[config.mk]
export PLATFORM = sky130hd
export DESIGN_NAME = fuzzy_defuzzy_seq
export DESIGN_NICKNAME = d
export VERILOG_FILES = /design/src/rtl/fuzzy_defuzzy_seq.sv
export SDC_FILE = /design/constraint.sdc
export NUM_CORES = 1
export LEC_CHECK = 0
export ABC_CLOCK_PERIOD_IN_PS = 5800
export BUFFER_PORTS_ARGS = -buffer_cell sky130_fd_sc_hd__buf_2
export CELL_PAD_IN_SITES_DETAIL_PLACEMENT = 0
export CELL_PAD_IN_SITES_GLOBAL_PLACEMENT = 1
export CORE_UTILIZATION = 49
export DETAILED_ROUTE_END_ITERATION = 8
export GPL_ROUTABILITY_DRIVEN = 0
export PLACE_DENSITY = 0.9
export SYNTH_ARGS = -nofsm -noshare
export SYNTH_HDL_FRONTEND = slang
export SYNTH_SLANG_ARGS = --single-unit
[constraint.sdc]
create_clock -name clk_0 -period 5.8 [get_ports clk_0]
set_input_delay 1.16 -clock clk_0 [delete_from_list [all_inputs] [get_ports clk_0]]
set_output_delay 1.16 -clock clk_0 [all_outputs]
set_load 0.05 [all_outputs]
[src/rtl/fuzzy_defuzzy_seq.sv]
// Serial type-2 (Nie-Tan) defuzzifier: accumulates per-rule weighted sums, then restoring-divides.
// Build option FUZZY_ROUND_EN: round-half-up quotient instead of truncation.
module fuzzy_defuzzy_seq #(
  parameter  int W       = 8,
  parameter  int N_RULES = 9,
  localparam int CW      = $clog2(N_RULES+1)
) (
  input  logic          clk_0,
  input  logic          Srst_n,
  input  logic          EN_REGRAS,
  input  logic          in_valid,
  output logic          in_ready,
  input  logic          in_last,
  input  logic [W-1:0]  in_up,
  input  logic [W-1:0]  in_low,
  input  logic [W-1:0]  in_cent,
  output logic          out_valid,
  output logic [W-1:0]  saida_defuzzy,
  output logic [CW-1:0] n_regras,
  output logic          out_zero,
  output logic          out_ovf,
  output logic          busy
);
  localparam int NW = 2*W+1+CW;
  localparam int DW = W+1+CW;
  localparam int SW = $clog2(W+1);

  typedef enum logic [1:0] {S_ACC, S_DIV, S_OUT} state_t;

  state_t        state_q;
  logic [NW-1:0] num_q, rem_q, dsh_q;
  logic [DW-1:0] den_q;
  logic [CW-1:0] cnt_q, ncnt_q;
  logic          ovf_p_q;
  logic [W-1:0]  quo_q;
  logic [SW-1:0] step_q;

  logic          out_valid_q, out_zero_q, out_ovf_q;
  logic [W-1:0]  saida_q;
  logic [CW-1:0] n_regras_q;

  logic [W:0]    s;
  logic [2*W:0]  prod;
  logic [NW-1:0] num_nx, div_ld;
  logic [DW-1:0] den_nx;
  logic [CW-1:0] cnt_nx;
  logic          cap, xfer, frame_end, ge;
  logic [W-1:0]  quo_nx;

  assign s      = {1'b0, in_up} + {1'b0, in_low};
  assign prod   = {{W{1'b0}}, s} * {{(W+1){1'b0}}, in_cent};
  assign num_nx = num_q + NW'(prod);
  assign den_nx = den_q + DW'(s);
  assign cnt_nx = cnt_q + CW'(1);
  assign cap    = (cnt_nx == CW'(N_RULES));

  assign in_ready  = Srst_n & EN_REGRAS & (state_q == S_ACC);
  assign xfer      = in_valid & in_ready;
  assign frame_end = in_last | cap;

`ifdef FUZZY_ROUND_EN
  assign div_ld = num_nx + NW'(den_nx >> 1);
`else
  assign div_ld = num_nx;
`endif

  // Quotient is known to fit in W bits, so the divisor starts at den<<(W-1).
  assign ge     = (rem_q >= dsh_q);
  assign quo_nx = {quo_q[W-2:0], ge};

  assign out_valid     = out_valid_q;
  assign saida_defuzzy = saida_q;
  assign n_regras      = n_regras_q;
  assign out_zero      = out_zero_q;
  assign out_ovf       = out_ovf_q;
  assign busy          = (state_q != S_ACC) | (cnt_q != '0);

  always_ff @(posedge clk_0 or negedge Srst_n) begin
    if (!Srst_n) begin
      state_q     <= S_ACC;
      num_q       <= '0;
      den_q       <= '0;
      cnt_q       <= '0;
      ncnt_q      <= '0;
      ovf_p_q     <= 1'b0;
      rem_q       <= '0;
      dsh_q       <= '0;
      quo_q       <= '0;
      step_q      <= '0;
      out_valid_q <= 1'b0;
      out_zero_q  <= 1'b0;
      out_ovf_q   <= 1'b0;
      saida_q     <= '0;
      n_regras_q  <= '0;
    end else begin
      out_valid_q <= 1'b0;
      case (state_q)
        S_ACC: if (xfer) begin
          if (frame_end) begin
            num_q   <= '0;
            den_q   <= '0;
            cnt_q   <= '0;
            ncnt_q  <= cnt_nx;
            ovf_p_q <= cap & ~in_last;
            if (den_nx == '0) begin
              // Nothing to divide; publish flags now and keep the previous crisp value.
              state_q     <= S_OUT;
              out_valid_q <= 1'b1;
              out_zero_q  <= 1'b1;
              n_regras_q  <= cnt_nx;
              out_ovf_q   <= cap & ~in_last;
            end else begin
              state_q <= S_DIV;
              rem_q   <= div_ld;
              dsh_q   <= NW'(den_nx) << (W-1);
              quo_q   <= '0;
              step_q  <= '0;
            end
          end else begin
            num_q <= num_nx;
            den_q <= den_nx;
            cnt_q <= cnt_nx;
          end
        end
        S_DIV: begin
          if (ge) rem_q <= rem_q - dsh_q;
          dsh_q  <= dsh_q >> 1;
          quo_q  <= quo_nx;
          step_q <= step_q + SW'(1);
          if (step_q == SW'(W-1)) begin
            state_q     <= S_OUT;
            out_valid_q <= 1'b1;
            saida_q     <= quo_nx;
            n_regras_q  <= ncnt_q;
            out_zero_q  <= 1'b0;
            out_ovf_q   <= ovf_p_q;
          end
        end
        S_OUT:   state_q <= S_ACC;
        default: state_q <= S_ACC;
      endcase
    end
  end
endmodule

==> impl_results.md <==
* Run status: finished with violations
* Failing checks: DRC, setup timing
* Startpoint types: input pin
* CTS tree: yes
* Hold buffers post-CTS at 0
* Clock Tree Root: clkbuf_16
* IO Port Bufs at 45
* Crit path required time at 6.03 ns
* Relative slew margins at 48.0%
* Top-count cell post-synth: inv_1
* CP Class: input pin to flip-flop
* Sink Count at ~110
* Worst skew pair latency at approximately 0.36 ns
* Total track usage at ~26%
* Share of layout cells above drive strength 1 at 27.8%
* Post-route antenna net violation count at 0
* Area Overhead vs Synth at 25.2%
* RSZ-0062 raised after global routing: yes
* YS warnings at 0
* Io pins at 46
* Syn Nets at about 1200
* Multi-input gate area at 6570 um2
* TritonCTS Buffers at 9
* Synthesized cell area at 9360 um2
* HP Class: flip-flop to flip-flop
* Largest stage delay, worst path at 0.53 ns
* Max-slew violation count at 0
* Critical-path cell with the highest stage delay: fa_1
* Final worst path period need at 6.54 ns
* Largest cells by area after synthesis: dfrtp_1 30%, fa_1 13%, ha_1 11%
* CP endpoint kind: flip-flop
* Max Clk Rate at 153 MHz
* Die H at 140 um
* Fin area at 11700 um2
* WP data arrival at 6.77 ns
* Critical path buffers and inverters at 7
* Largest area contributor in the netlist: dfrtp_1
* Clock Path Buffers at 2
* DP HPWL at 16.9 mm
* Fin crit share at 113%
* Die area at ~20000 um2
* Placed cell areas at ~11000 um2
* Initial antenna violation count at 0
* Number of global-route vias before repair at 8092
* Drt first-iter violations at a little over 400
* Total gr overflow at 0
* Routed Wire Length at ~25 mm
* Fillers at 1501
* Htree depth at 3
* Worst setup margin at -0.736 ns
* CORE AREA at roughly 19000 um2
* Area share of the largest cell type after synthesis at 30.0%
* Max-capacitance violation count at 0
* Via count at 7861
* Diode count at 0
* Top FF cell, synth: dfrtp_1
* Most frequent cells after synthesis: 134 x inv_1, 128 x nand2_1, 112 x dfrtp_1, 83 x ha_1, 65 x o21ai_0
* Async SR Flop Fraction at 100%
* Yosys reg bits at 112
* R2r worst-path depth at 18
* Clk_skew at 0.0110 ns
* Width of the die at 140 um
* Most used cell, CP: fa_1
* CP delay by family, top: adder cells
* Slew at the pin closest to its max-slew limit at 0.781 ns
* Hold path depth at 2
* WL/cell at around 18 um
* Synth Instances at roughly 1000
* Final Hold Fails at 0
* Max FO, Critical Path at 5
* Register area share after synthesis at 30.0%
* Worst-path clk slew at 0.08 ns
* Final Setup Violations at 27
* Initial Util at 50.0%
* Register area at approximately 2800 um2
* Detail-routed via count per cell at roughly 5.6
* First-pass GRT wire length at 39.9 mm
* Pin count of the biggest net entering global routing at 58
* Netlist cell types at between 60 and 70
* Residual DRC at 1
* Num rows at 50
* CP Depth at 30
* Syn avg cell area at 9.18 um2
* Number of synthesized flops with an enable pin at 0
* Layout Nets at 1344
* 1st-pass router iterations at 7
-- cell type report --
class,instances,share of cell area (%)
inverters,134,4.29
well taps,234,2.50
repair buffers,174,10.7
clock buffers,10,1.95
flip-flops and latches,112,23.9
multi-input cells,741,56.0
clock inverters,6,0.619
-- flip-flops by register name (all words and copies together), names as in the netlist --
| register | flops |
|---|---|
| num_q | 21 |
| ncnt_q | 4 |
| quo_q | 7 |
| out_zero | 1 |
| out_ovf | 1 |
| den_q | 13 |
| n_regras | 4 |
| cnt_q | 4 |
| step_q | 4 |
| dsh_q | 20 |
| ovf_p_q | 1 |
| saida_defuzzy | 8 |
| rem_q | 21 |
| state_q | 2 |
| out_valid | 1 |
-- worst register-to-register path: cells and delay by family, from the launching register on --
family	cells	cell delay, ns
adders and majority gates	5	2.18
xor gates and xnor gates	1	0.12
buffers and inverters	4	0.24
DFF	1	0.35
muxes	1	0.27
and+or+nand+nor	2	0.16
AOI/OAI and AO/OA	5	1.22
-- stage by stage --
| stage | setup WS [ns] | hold slack (ns) | setup TNS (ns) | utilization [%] | std cells |
|---|---|---|---|---|---|
| after floorplan | -0.866 | 0.446 | -9.75 | - | 1019 |
| after global placement | -1.23 | 0.464 | -26.46 | 56.5 | 1360 |
| after detailed placement | -1.46 | 0.469 | -28.82 | 56.5 | 1360 |
| after CTS | -0.556 | 0.487 | -6.48 | 61.0 | 1400 |
| after global routing | -0.967 | 0.523 | -17.69 | 62.6 | 1411 |
| final | -0.736 | 0.483 | -11.61 | 62.6 | 1411 |
-- cell families after synthesis --
family | Yosys count | synth area share [%]
compound gates | 230 | 16.4
xor+xnor | 47 | 4.40
fa+ha+maj | 143 | 23.9
buf+inv | 166 | 6.74
flops | 112 | 30.0
mux | 38 | 4.52
simple gates | 283 | 14.1
-- cell usage in the layout (no fill, tap or decap), types with 40 or more instances in the layout --
master and instances:
nor2_1 40, nand2_1 117, ha_1 72, and2_1 42
buf_4 118, inv_1 120, buf_2 42, o21ai_0 45
dfrtp_1 112, fa_1 57
-- what timing repair did --
| action | in CTS | in global routing |
|---|---|---|
| setup endpoints to repair | 29 | 33 |
| cloned | 1 | 0 |
| pin swaps | 86 | 30 |
| setup buffers | 29 | 15 |
| gates resized for setup | 87 | 54 |
-- routing by layer --
metal	track usage [%]	routed length, um	vias to the layer above
li1	-	-	3752
met1	34.0	11300	3909
met2	42.5	12200	161
met3	3.66	796	39
met4	8.96	499	0
met5	0	0	-
-- path summary, 6_finish.rpt --
| check | endpoint | slack, ns | from |
|---|---|---|---|
| max | rem_q[20] | -0.74 | in_low[0] |
| max reg2reg | rem_q[19] | 1.12 | num_q[4] |
| min | ncnt_q[1] | 0.48 | ncnt_q[1] |
| min in group asynchronous | den_q[8] | 0.95 | Srst_n |
| min reg2reg | ncnt_q[1] | 0.48 | ncnt_q[1] |
| max in group asynchronous | num_q[18] | 3.55 | Srst_n |
Power is not shown: default switching activity piles up to over one toggle a cycle in this logic, so the estimate is an artifact.
